**config.mk**
```make
export PLATFORM = sky130hd
export DESIGN_NAME = prog_loader
export DESIGN_NICKNAME = d
export VERILOG_FILES = /design/src/rtl/prog_loader.sv
export SDC_FILE = /design/constraint.sdc
export NUM_CORES = 1
export LEC_CHECK = 0
export BUFFER_PORTS_ARGS = -buffer_cell sky130_fd_sc_hd__buf_2
export CAP_MARGIN = 15
export CORE_MARGIN = 2
export CORE_UTILIZATION = 55
export CTS_CLUSTER_SIZE = 24
export DETAILED_ROUTE_END_ITERATION = 12
export MAX_ROUTING_LAYER = met4
export PLACE_DENSITY = 0.78
export SLEW_MARGIN = 25
export SYNTH_ARGS = -nofsm -noshare
export SYNTH_HDL_FRONTEND = slang
export SYNTH_SLANG_ARGS = --single-unit
```
**constraint.sdc**
```tcl
create_clock -name clk -period 5.13 [get_ports clk]
set_input_delay 1.026 -clock clk [delete_from_list [all_inputs] [get_ports clk]]
set_output_delay 1.026 -clock clk [all_outputs]
set_load 0.01 [all_outputs]
```
**src/rtl/prog_loader.sv**
```systemverilog
// prog_loader: receives a byte stream after a start pulse, packs the bytes
// little-endian into 32-bit words and writes them to instruction memory.
// The processor is held in reset for the whole load. A load ends after a
// configurable number of idle cycles. A trailing partial word is written
// zero-padded and flagged. Bytes that arrive once the memory is full are
// dropped and flagged.
module prog_loader #(
   parameter logic [23:0] TIMEOUT_CYCLES = 24'd5_000_000,
   parameter int unsigned MAX_WORDS      = 16384
) (
   input  logic        clk,
   input  logic        rst,
   input  logic        start,
   input  logic        byte_valid,
   input  logic [7:0]  byte_data,
   output logic        mem_we,
   output logic [13:0] mem_addr,
   output logic [31:0] mem_wdata,
   output logic        cpu_rst_o,
   output logic        busy,
   output logic        done,
   output logic [14:0] word_count,
   output logic        err_partial,
   output logic        err_overflow
);

   // FSM encoding
   localparam logic [1:0] ST_IDLE  = 2'd0;
   localparam logic [1:0] ST_LOAD  = 2'd1;
   localparam logic [1:0] ST_FLUSH = 2'd2;
   localparam logic [1:0] ST_DONE  = 2'd3;

   // word_count value at which the memory is full
   localparam logic [14:0] MAX_WC     = 15'(MAX_WORDS);
   // timer value on which an idle cycle ends the load
   localparam logic [23:0] TIMER_LAST = TIMEOUT_CYCLES - 24'd1;

   // Place one byte into its little-endian lane of the word being assembled.
   function automatic logic [31:0] insert_byte(input logic [31:0] word,
                                               input logic [1:0]  idx,
                                               input logic [7:0]  data);
      logic [31:0] res;
      res = word;
      case (idx)
         2'd0:    res[7:0]   = data;
         2'd1:    res[15:8]  = data;
         2'd2:    res[23:16] = data;
         2'd3:    res[31:24] = data;
         default: res        = word;
      endcase
      return res;
   endfunction

   // Keep only the lanes that were actually filled; idx is the count of
   // bytes received for the partial word.
   function automatic logic [31:0] keep_filled(input logic [31:0] word,
                                               input logic [1:0]  idx);
      logic [31:0] res;
      case (idx)
         2'd1:    res = {24'd0, word[7:0]};
         2'd2:    res = {16'd0, word[15:0]};
         2'd3:    res = {8'd0,  word[23:0]};
         default: res = word;
      endcase
      return res;
   endfunction

   logic [1:0]  state_q,        state_d;
   logic [1:0]  byte_idx_q,     byte_idx_d;
   logic [31:0] word_q,         word_d;
   logic [23:0] timer_q,        timer_d;
   logic [14:0] word_count_q,   word_count_d;
   logic        mem_we_q,       mem_we_d;
   logic [13:0] mem_addr_q,     mem_addr_d;
   logic [31:0] mem_wdata_q,    mem_wdata_d;
   logic        busy_q,         busy_d;
   logic        done_q,         done_d;
   logic        err_partial_q,  err_partial_d;
   logic        err_overflow_q, err_overflow_d;

   logic        mem_full_s;
   logic        accept_s;
   logic [31:0] assembled_s;

   // Byte acceptance: only in LOAD and only while the memory has room.
   always_comb begin
      mem_full_s  = (word_count_q == MAX_WC);
      accept_s    = (state_q == ST_LOAD) && byte_valid && !mem_full_s;
      assembled_s = insert_byte(word_q, byte_idx_q, byte_data);
   end

   // Next-state and datapath decisions for the load sequence.
   always_comb begin
      state_d        = state_q;
      byte_idx_d     = byte_idx_q;
      word_d         = word_q;
      timer_d        = timer_q;
      word_count_d   = word_count_q;
      mem_we_d       = 1'b0;
      mem_addr_d     = mem_addr_q;
      mem_wdata_d    = mem_wdata_q;
      err_partial_d  = err_partial_q;
      err_overflow_d = err_overflow_q;

      case (state_q)
         ST_IDLE, ST_DONE: begin
            if (start) begin
               state_d        = ST_LOAD;
               byte_idx_d     = 2'd0;
               word_d         = 32'd0;
               timer_d        = 24'd0;
               word_count_d   = 15'd0;
               err_partial_d  = 1'b0;
               err_overflow_d = 1'b0;
            end else begin
               state_d = state_q;
            end
         end

         ST_LOAD: begin
            if (accept_s) begin
               // an accepted byte always restarts the idle timer, even on
               // the cycle the timer would otherwise expire
               timer_d = 24'd0;
               if (byte_idx_q == 2'd3) begin
                  mem_we_d     = 1'b1;
                  mem_addr_d   = word_count_q[13:0];
                  mem_wdata_d  = assembled_s;
                  word_count_d = word_count_q + 15'd1;
                  byte_idx_d   = 2'd0;
                  word_d       = 32'd0;
               end else begin
                  byte_idx_d = byte_idx_q + 2'd1;
                  word_d     = assembled_s;
               end
            end else begin
               // a byte dropped for lack of space does not count as activity
               if (byte_valid && mem_full_s) begin
                  err_overflow_d = 1'b1;
               end else begin
                  err_overflow_d = err_overflow_q;
               end

               if (timer_q == TIMER_LAST) begin
                  if (byte_idx_q == 2'd0) begin
                     state_d = ST_DONE;
                  end else begin
                     state_d = ST_FLUSH;
                  end
               end else begin
                  timer_d = timer_q + 24'd1;
               end
            end
         end

         ST_FLUSH: begin
            mem_we_d      = 1'b1;
            mem_addr_d    = word_count_q[13:0];
            mem_wdata_d   = keep_filled(word_q, byte_idx_q);
            word_count_d  = word_count_q + 15'd1;
            err_partial_d = 1'b1;
            byte_idx_d    = 2'd0;
            word_d        = 32'd0;
            state_d       = ST_DONE;
         end

         default: begin
            state_d = ST_IDLE;
         end
      endcase
   end

   // Status flags follow the next state so they change with the state itself.
   always_comb begin
      busy_d = (state_d == ST_LOAD) || (state_d == ST_FLUSH);
      done_d = (state_d == ST_DONE);
   end

   // State and output registers with synchronous reset.
   always_ff @(posedge clk) begin
      if (rst) begin
         state_q        <= ST_IDLE;
         byte_idx_q     <= 2'd0;
         word_q         <= 32'd0;
         timer_q        <= 24'd0;
         word_count_q   <= 15'd0;
         mem_we_q       <= 1'b0;
         mem_addr_q     <= 14'd0;
         mem_wdata_q    <= 32'd0;
         busy_q         <= 1'b0;
         done_q         <= 1'b0;
         err_partial_q  <= 1'b0;
         err_overflow_q <= 1'b0;
      end else begin
         state_q        <= state_d;
         byte_idx_q     <= byte_idx_d;
         word_q         <= word_d;
         timer_q        <= timer_d;
         word_count_q   <= word_count_d;
         mem_we_q       <= mem_we_d;
         mem_addr_q     <= mem_addr_d;
         mem_wdata_q    <= mem_wdata_d;
         busy_q         <= busy_d;
         done_q         <= done_d;
         err_partial_q  <= err_partial_d;
         err_overflow_q <= err_overflow_d;
      end
   end

   // Output wiring; the processor reset is deliberately combinational so it
   // asserts in the same cycle as rst.
   always_comb begin
      mem_we       = mem_we_q;
      mem_addr     = mem_addr_q;
      mem_wdata    = mem_wdata_q;
      busy         = busy_q;
      done         = done_q;
      word_count   = word_count_q;
      err_partial  = err_partial_q;
      err_overflow = err_overflow_q;
      cpu_rst_o    = rst | busy_q;
   end

endmodule

```
==> impl_metrics.env <==
export IMPL_max_freq_ghz=0.295
export IMPL_relSlewSlack_pct=35.3
export IMPL_via_per_inst=6.02
export IMPL_outcome="completed"
export IMPL_leakagePower_uw=0.00291
export IMPL_vias=5390
export IMPL_routabilityCongestion=0.891
export IMPL_finalCriticalPeriod_ns=3.39
export IMPL_place_hpwl_mm=9.58
export IMPL_maxCapViolCount=0
export IMPL_fin_setup_tns_ns=0
export IMPL_yosys_area_top_type_share_pct=42.5
export IMPL_ctsHoldBuffers=0
export IMPL_required_ns=5.59
export IMPL_num_nets_final=768
export IMPL_ant_nets=0
export IMPL_max_stage_delay_ns=0.75
export IMPL_peakVddDrop_mv=0.255
export IMPL_final_common_cell="dfxtp_1"
export IMPL_critPathBufInv=1
export IMPL_synthTopCellsByArea="dfxtp_1 (43%), mux2i_1 (8.1%), nor2_1 (6.0%), a21oi_1 (3.8%), nand2_1 (3.5%)"
export IMPL_synth_cell_types=63
export IMPL_path_cells="inv_1 -> ha_1 -> nand2b_1 -> nand2b_1 -> o21ai_1 -> or4_1 -> o21ai_1"
export IMPL_grtUsageTotal_pct=27.2
export IMPL_path_class="register to register"
export IMPL_finalSetupViolCount=0
export IMPL_synth_top_area_cell="dfxtp_1"
export IMPL_clkSinkCount=126
export IMPL_design_area_sq_mm=0.00695
export IMPL_cp_end_kind="register"
export IMPL_p_per_area_mw_per_mm2=396
export IMPL_drive_above_1_share_pct=17.8
export IMPL_period_share_pct=66.1
export IMPL_htree_levels=4
export IMPL_first_pass_iters=5
export IMPL_place_area_sq_mm=0.00632
export IMPL_worst_pin_slew_ns=0.964
export IMPL_syn_area_sq_mm=0.00593
export IMPL_die_h_um=108
export IMPL_hold_viol_final=0
export IMPL_critPathMaxFanout=24
export IMPL_post_cts_setup_buffer_count=0
export IMPL_clk_latency_ns=0.53
export IMPL_synth_nets=712
export IMPL_grt_pass1_wl_mm=24.4
export IMPL_die_w_um=108
export IMPL_cts_root_buf="clkbuf_8"
export IMPL_cts_buffers=17
export IMPL_maxSlewViolCount=0
export IMPL_ys_ff_latch=126
export IMPL_cpLargestDelayFamily="simple AND/OR/NAND/NOR gates"
export IMPL_synth_edf_count=0
export IMPL_route_detailed_drc=0
export IMPL_cp_slowest_cell="ha_1"
export IMPL_pin_count=79
export IMPL_min_path_type="register to register"
export IMPL_wl_per_cell_um=16.7
export IMPL_startpoint_type="register"
export IMPL_core_sq_mm=0.0104
export IMPL_syn_to_final_growth_pct=17.2
export IMPL_synth_area_per_cell_sq_um=8.61
export IMPL_antenna_found_initial=0
export IMPL_cts_reportedPaths_clkPinSlew_ns=0.06
export IMPL_grt_overflow_total=0
export IMPL_grt_pass1_vias=4821
export IMPL_start_util_pct=56.9
export IMPL_placementRows=37
export IMPL_syn_inst=689
export IMPL_final_cell_mix="dfxtp_1 (126), nor2_1 (94), buf_2 (78)"
export IMPL_routed_wl_mm=15.0
export IMPL_rsz0062_at_grt="false"
export IMPL_cts_path_max_buffers=2
export IMPL_cts_tree="yes"
export IMPL_async_flop_share_pct=0
export IMPL_portBuffers=78
export IMPL_ys_seq_area_share_pct=42.5
export IMPL_finalClockSkew_ns=0.00443
export IMPL_post_cts_resized=0
export IMPL_drtIter0Drc=365
export IMPL_ys_flop_type="dfxtp_1"
export IMPL_finalPower_uw=2750
export IMPL_yosysWarnings=0
export IMPL_grt_max_degree=72
export IMPL_die_area_sq_mm=0.0116
export IMPL_arrival_ns=3.85
## logic make-up (layout without fill, tap and decap cells)
kind of cell    count (synthesis)  after routing  synth area share [%]
simple gates                  305            305                  27.0
fa+ha+maj                      11             11                  2.32
mux                            48             48                  8.10
xor+xnor                        3              3                 0.443
other cells                     0              1                     0
flops                         126            126                  42.5
compound gates                135            135                  15.1
buf+inv                        61            130                  4.51
## flip-flops by register name, summed over array words and instances (netlist names)
name          cells
mem_addr         14
err_partial       1
err_overflow      1
busy              1
word_q           32
byte_idx_q        2
mem_we            1
done              1
word_count       15
mem_wdata        32
state_q           2
timer_q          24
## cell type report
class,count,area (sq um)
clock buffers,21,459
clock inverters,11,163
inverters,14,52.6
multi-input cells,502,3140
well taps,136,170
fillers,842,3470
repair buffers,84,435
diodes,1,2.50
flip-flops and latches,126,2520
## metal layers
metal	track usage [%]	vias up	wire [um]	part of all wire, %
li1	-	2618	-	-
met1	35.6	2545	6860	46
met2	41.2	198	6870	46
met3	6.48	29	956	6.4
met4	9.43	0	267	1.8
met5	-	-	0	0
## report_power, final
part           switching, uW  total, uW  internal, uW
logic                    279        435           156
clock network            424       1250           824
registers               33.5       1070          1040
total                    736       2750          2020
## metrics by stage
step                      worst slack [ns]  hold WS (ns)  cells  utilization [%]
final                                 1.74         0.451    895             66.7
after global routing                  1.34         0.465    894             66.7
after CTS                             1.80         0.451    894             66.7
after detailed placement              1.77         0.443    862             60.7
after global placement                1.95         0.438    862             60.7
after floorplan                       2.42         0.450    689                -
## path summary, 6_finish.rpt
check                                start  slack [ns]  cells past startpoint                       end
setup / recovery     state_q[0]$_SDFF_PP0_        1.74                      7  timer_q[23]$_SDFFE_PP0P_
hold / removal    mem_addr[0]$_SDFFE_PP0P_        0.45                      2  mem_addr[0]$_SDFFE_PP0P_
setup reg to reg     state_q[0]$_SDFF_PP0_        1.74                      7  timer_q[23]$_SDFFE_PP0P_
hold reg to reg   mem_addr[0]$_SDFFE_PP0P_        0.45                      2  mem_addr[0]$_SDFFE_PP0P_
## synth_stat cells (5+ instances only)
library cell  count
a211oi_1         16
a21oi_1          45
a221oi_1         12
a311oi_1          7
a31oi_1           8
and3_1           14
buf_2            13
clkbuf_1         25
dfxtp_1         126
ha_1             11
inv_1            13
mux2i_1          48
nand2_1          56
nand2b_1          5
nand3_1          27
nand4_1          11
nor2_1           95
nor2b_1           9
nor3_1           34
o21ai_0           9
o21ai_1          15
or3_1            13
or4_1            10
## worst reg2reg max path, cell delays in order, from the launching register on
cell	delay (ns)
dfxtp_1	0.37
inv_1	0.06
ha_1	0.75
nand2b_1	0.36
nand2b_1	0.62
o21ai_1	0.48
or4_1	0.61
o21ai_1	0.09
(Power assumes the default switching activity.)
